$ cat src/rtl/gpi_debounce.sv
// gpi_debounce: synchronizes and debounces a raw push-button pad into a clean pressed-high level.
// Ports: clock, reset (synchronous, active-high), btn_i raw asynchronous pad,
//        level_o debounced state (1 = pressed), press_o/release_o one-cycle strobes on accepted edges.
// Macro GPI_DEBOUNCE_STROBE_EN compiles in the strobe registers; without it both strobes are tied to 0.
module gpi_debounce #(
  parameter int DEBOUNCE_CYCLES = 65536,
  parameter int SYNC_STAGES     = 2,
  parameter bit ACTIVE_LOW      = 1'b1
) (
  input  logic clock,
  input  logic reset,
  input  logic btn_i,
  output logic level_o,
  output logic press_o,
  output logic release_o
);
  localparam int CW = $clog2(DEBOUNCE_CYCLES);
  localparam logic [CW-1:0] LAST = CW'(DEBOUNCE_CYCLES - 1);
  typedef enum logic [1:0] {RELEASED, WAIT_PRESS, PRESSED, WAIT_RELEASE} state_t;
  state_t state_q;
  logic [SYNC_STAGES-1:0] sync_q;
  logic [CW-1:0] cnt_q;
  logic level_q, s, done;
  assign s = sync_q[SYNC_STAGES-1] ^ ACTIVE_LOW;
  // a wait state completes only if its final count still sees the new value
  assign done = cnt_q == LAST;
  always_ff @(posedge clock)
    sync_q <= reset ? {SYNC_STAGES{ACTIVE_LOW}} : {sync_q[SYNC_STAGES-2:0], btn_i};
  always_ff @(posedge clock) begin
    if (reset) begin
      state_q <= RELEASED;
      cnt_q   <= '0;
      level_q <= 1'b0;
    end else begin
      case (state_q)
        RELEASED: begin
          state_q <= s ? WAIT_PRESS : RELEASED;
          cnt_q   <= s ? CW'(1) : '0;
        end
        WAIT_PRESS: begin
          state_q <= !s ? RELEASED : done ? PRESSED : WAIT_PRESS;
          cnt_q   <= (!s || done) ? '0 : cnt_q + CW'(1);
          level_q <= s && done;
        end
        PRESSED: begin
          state_q <= !s ? WAIT_RELEASE : PRESSED;
          cnt_q   <= !s ? CW'(1) : '0;
        end
        default: begin
          state_q <= s ? PRESSED : done ? RELEASED : WAIT_RELEASE;
          cnt_q   <= (s || done) ? '0 : cnt_q + CW'(1);
          level_q <= s || !done;
        end
      endcase
    end
  end
  assign level_o = level_q;
`ifdef GPI_DEBOUNCE_STROBE_EN
  logic press_q, release_q;
  always_ff @(posedge clock) begin
    press_q   <= !reset && state_q == WAIT_PRESS && s && done;
    release_q <= !reset && state_q == WAIT_RELEASE && !s && done;
  end
  assign press_o   = press_q;
  assign release_o = release_q;
`else
  assign press_o   = 1'b0;
  assign release_o = 1'b0;
`endif
endmodule
$ cat config.mk
export PLATFORM = sky130hd
export DESIGN_NAME = gpi_debounce
export DESIGN_NICKNAME = d
export VERILOG_FILES = /design/src/rtl/gpi_debounce.sv
export SDC_FILE = /design/constraint.sdc
export NUM_CORES = 1
export LEC_CHECK = 0
export CORE_MARGIN = 1
export CORE_UTILIZATION = 41
export CTS_CLUSTER_DIAMETER = 30
export DETAILED_ROUTE_END_ITERATION = 12
export HOLD_SLACK_MARGIN = 0.12
export PLACE_DENSITY = 0.59
export RECOVER_POWER = 100
export SLEW_MARGIN = 20
export SYNTH_ARGS = -nofsm -noshare
export SYNTH_HDL_FRONTEND = slang
export SYNTH_SLANG_ARGS = --single-unit
$ cat constraint.sdc
create_clock -name clock -period 2.4 [get_ports clock]
set_clock_uncertainty 0.15 [all_clocks]
set_input_delay 0.24 -clock clock [delete_from_list [all_inputs] [get_ports clock]]
set_output_delay 0.24 -clock clock [all_outputs]
set_load 0.01 [all_outputs]
-- Yosys cells after proc, flatten, opt, wreduce, memory -nomap -nowiden
Cells that the tools add are included.
- bits in registers: 21
- add/sub/neg operators: 1
- equal/unequal tests: 3
- muxes and demuxes: 13
- bitwise gates (word level): 1
- reductions and logical operators: 7
- operator list (operator ; count):
    case mux 16 bit (3 select lines) ; 1
    two-way mux 16 bit ; 2
    adder 16 x 1 -> 16 bit, second input constant ; 1
    == test 16 bit, second input constant ; 1
    two-way mux 2 bit ; 4
    case mux 2 bit (3 select lines) ; 1
    two-way mux 1 bit ; 4
    logical OR 1 bit ; 3
    == test 2 x 1 -> 1 bit, second input constant ; 1
    == test 2 bit, second input constant ; 1
    zero test 2 bit ; 1
    case mux 1 bit (2 select lines) ; 1
    OR reduction 2 bit ; 1
    logical AND 1 bit ; 1
    zero test 1 bit ; 1
    NOT 1 bit ; 1

-- Longest topological paths before layout
- depth in word-level cells: 4
- depth in mapped cells: 6

-- Worst setup path after synthesis
OpenSTA, ideal clock, no wires.
- path kind: reg-to-reg
- start point: reg cnt_q[5]
- end point: reg level_q, in the netlist level_o
- setup time: 0.086 ns
- data arrival time: 1.478 ns
- setup slack: 0.686 ns
- cell stages (with the launch flop): 5
- path through: dfxtp_1 nand4_4 or4_4 mux2i_1 a211oi_1
- cells in the longest elaborated chain, start to end: 4
- ends and longest elaborated chain (item ; RTL line ; text):
    from (decl) ; 22 ; logic [CW-1:0] cnt_q;
    from (signal assigned) ; 38 ; cnt_q <= s ? CW'(1) : '0;
    from (signal assigned) ; 42 ; cnt_q <= (!s || done) ? '0 : cnt_q + CW'(1);
    from (signal assigned) ; 47 ; cnt_q <= !s ? CW'(1) : '0;
    == test 16 bit * ; 26 ; assign done = cnt_q == LAST;
    zero test 1 bit ; 52 ; level_q <= s || !done;
    logical OR 1 bit ; 52 ;
    case mux 1 bit (2 select lines) * ; 35 ; case (state_q)
    to (signal assigned) ; 43 ; level_q <= s && done;
    to (signal assigned) ; 52 ;
    to (decl) ; 23 ; logic level_q, s, done;
Mark *: on every way between the ends. The rest lies on a longest branch, timed or not.
A chain may end at the register's enable or synchronous reset.

-- Worst setup path in the final report
Ends and elaborated chain as after synthesis.

==> flow_metrics.env <==
export IMPL_die_width_um=49.27
export IMPL_worst_r2r_setup_slack_ns=0.36
export IMPL_synth_warnings=0
export IMPL_type_of_element_capturing_the_critical_path="register"
export IMPL_number_of_synthesized_flops_with_an_enable_pin=0
export IMPL_min_path_cells=1
export IMPL_timing_final_crit_period_ns=2.038
export IMPL_detail_route_first_pass_iterations=2
export IMPL_grt_antenna_before_repair=0
export IMPL_timing_reg2reg_worst_path_depth=4
export IMPL_post_cts_resize_count=0
export IMPL_rsz0062_at_grt="false"
export IMPL_dp_hpwl_um=1011
export IMPL_cts_num_sinks=21
export IMPL_vertical_die_dimension_um=49.27
export IMPL_r2r_start="cnt_q[5]$_SDFF_PP0_"
export IMPL_syn_inst=100
export IMPL_synth_cell_types=24
export IMPL_clock_tree_htree_level_count=1
export IMPL_worst_case_clock_buffer_depth=2
export IMPL_ratio_of_cells_with_drive_above_1_in_the_final_layout_pct=7.619
export IMPL_vdd_drop_max_mv=0.4281
export IMPL_worstPathArrival_ns=2.11
export IMPL_clock_tree_from_tritoncts="yes"
export IMPL_drtAntennaViolNets=0
export IMPL_syn_cell_area_um2=915.9
export IMPL_clock_latency_ns=0.31
export IMPL_core_rowCount=16
export IMPL_final_cell_count_without_fillers=132
export IMPL_grt_pass1_vias=581
export IMPL_tritoncts_num_buffers=3
export IMPL_preCtsSetupSlack_ns=0.5875
export IMPL_via_count=625
export IMPL_maximum_number_of_pins_on_one_net_before_global_route_repair=16
export IMPL_n_antenna_cell=0
export IMPL_dp_cells=128
export IMPL_die_area_um2=2427
export IMPL_seq_area_frac_synth_pct=45.90
export IMPL_powerDensity_nw_per_um2=550.7
export IMPL_io_buffers=3
export IMPL_cts_root_buffer_cell="clkbuf_4"
export IMPL_syn_avg_cell_area_um2=9.159
export IMPL_postCtsSetupBuffers=0
export IMPL_status="completed"
export IMPL_finalSetupViolCount=0
export IMPL_wl_um=1419
export IMPL_setup_tns_ns=0
export IMPL_postSynth_asyncResetShare_pct=0
export IMPL_worstReg2RegEnd="level_o$_SDFFE_PP0N_"
export IMPL_gp_routability_congestion=0.7948
export IMPL_design_core_area_um2=2022
export IMPL_final_slew_viol_count=0
export IMPL_cts_hold_buffers=0
export IMPL_path_class="reg -> reg"
export IMPL_worstSetupStartpointType="register"
export IMPL_grt_usage_pct=14.53
export IMPL_timing_max_cap_violations=0
export IMPL_leakage_nw=0.2790
export IMPL_areaGrowthSynthToFinish_pct=5.464
export IMPL_hp_class="reg -> reg"
export IMPL_layout_nets=110
export IMPL_drt_initial_drc_count=11
export IMPL_synth_seq_cells=21
export IMPL_start_util_pct=45.30
export IMPL_clk_pin_slew_worst_paths_ns=0.12
export IMPL_vias_per_cell=4.735
export IMPL_worst_ep_required_time_ns=2.47
export IMPL_setup_worst_path_start="cnt_q[5]$_SDFF_PP0_"
export IMPL_post_route_drc_violation_count=0
export IMPL_avgRoutedWirePerCell_um=10.75
export IMPL_tcrit_tclk_final_pct=84.91
export IMPL_achievable_frequency_mhz=490.7
export IMPL_finalHoldViolations=0
export IMPL_overflow=0
export IMPL_path_max_fanout=10
export IMPL_synth_ff_type="dfxtp_1"
export IMPL_pin_count=6
export IMPL_grt_first_pass_wirelength_um=2615
export IMPL_worst_slack_ns=0.3622
export IMPL_report_power_total_w=0.0005319
export IMPL_capture_point_of_the_critical_path="level_o$_SDFFE_PP0N_"
[synthesized netlist by cell type (2+ instances only)]
| cell type | n | area share (%) |
|---|---|---|
| xor2_1 | 2 | 1.9 |
| xnor2_1 | 13 | 12 |
| buf_4 | 2 | 1.6 |
| nor2_1 | 21 | 8.6 |
| nand2_1 | 2 | 0.82 |
| nand4_1 | 3 | 2.0 |
| dfxtp_1 | 21 | 46 |
| nand3_1 | 6 | 3.3 |
| nor4_1 | 6 | 4.1 |
| or2_2 | 2 | 1.4 |
| nor3_1 | 2 | 1.1 |
| o21ai_0 | 2 | 1.1 |
| inv_1 | 7 | 2.9 |
[layout make-up]
type / instances / area, um^2
clock inverters: 1 / 5.005
inverters: 7 / 26.28
fillers: 202 / 1056
multi-input cells: 70 / 427.9
well taps: 27 / 33.78
clock buffers: 3 / 22.52
repair buffers: 3 / 30.03
flip-flops and latches: 21 / 420.4
[report_power, final]
| part | internal, W | leakage [nW] | total, W | switching [W] |
|---|---|---|---|---|
| clock | 0.0000622 | 0.0177 | 0.000167 | 0.000105 |
| combinational | 0.00000581 | 0.0915 | 0.0000112 | 0.00000543 |
| sequential | 0.000351 | 0.170 | 0.000354 | 0.00000222 |
| total | 0.000419 | 0.279 | 0.000532 | 0.000112 |
[stage by stage]
step | hold slack (ns) | utilization, % | instance area [um^2]
6_report | 0.2784 | 47.77 | 965.9
3_3_place_gp | 0.2432 | 47.15 | 953.4
2_1_floorplan | 0.1591 | - | 919.6
3_5_place_dp | 0.2509 | 47.15 | 953.4
4_1_cts | 0.2796 | 48.51 | 980.9
5_1_grt | 0.3143 | 47.77 | 965.9
[registers in the layout, indices dropped and copies added, names as in the netlist]
| name | flops |
|---|---|
| sync_q | 2 |
| cnt_q | 16 |
| level_o | 1 |
| state_q | 2 |
[layer usage]
metal  part of all wire, %  up-vias  GRT usage, %
met5                     0        -             0
met4                   1.6        0         5.882
met2                    42        6         19.63
met1                    53      274         20.27
met3                   3.3        5         5.607
li1                      -      340             -
[cells by family (layout without fill, tap and decap cells)]
kind of cell    count (synthesis)  in the layout  synth area share (%)
compound gates                  5              5                 3.279
xor+xnor                       15             15                 14.34
fa+ha+maj                       1              1                 1.366
buf+inv                        10             14                 6.147
flops                          21             21                 45.90
mux                             1              1                 1.093
other cells                     1              2                0.4094
simple gates                   46             46                 27.46
[how the worst min path moves through the flow]
| stage | end | slack [ns] | start |
|---|---|---|---|
| finish | sync_q[1]$_SDFF_PP1_ | 0.28 | sync_q[0]$_SDFF_PP1_ |
| global route | sync_q[1]$_SDFF_PP1_ | 0.31 | sync_q[0]$_SDFF_PP1_ |
| CTS | sync_q[1]$_SDFF_PP1_ | 0.28 | sync_q[0]$_SDFF_PP1_ |
| detailed placement | sync_q[1]$_SDFF_PP1_ | 0.25 | sync_q[0]$_SDFF_PP1_ |
| global placement | sync_q[1]$_SDFF_PP1_ | 0.24 | sync_q[0]$_SDFF_PP1_ |
| floorplan | state_q[1]$_SDFF_PP0_ | 0.16 | reset |
[critical path, cell delays in order, from the launching register on]
cell	delay [ns]
dfxtp_1	0.41
nand4_1	0.36
or4_4	0.69
mux2i_1	0.14
a211oi_1	0.21
[cell usage in the layout, fill, tap and decap left out]
cell             netlist  routed
nand3_4                1       1
inv_1                  7       7
or4_4                  1       1
and2_0                 0       1
or2_2                  2       2
clkinv_2               0       1
clkbuf_4               0       3
a21boi_0               1       1
xor2_1                 2       2
clkdlybuf4s50_1        0       1
nand2_1                2       2
dfxtp_1               21      21
ha_1                   1       1
conb_1                 1       2
nor4_1                 6       6
dlygate4sd3_1          0       2
mux2i_1                1       1
o21ai_0                2       2
nor3_1                 2       2
nand3_1                6       6
a211oi_1               1       1
xnor2_1               13      13
a21oi_1                1       1
nor2_1                21      21
nand4_1                3       4
Note: power is estimated with default switching activity, not from simulation.
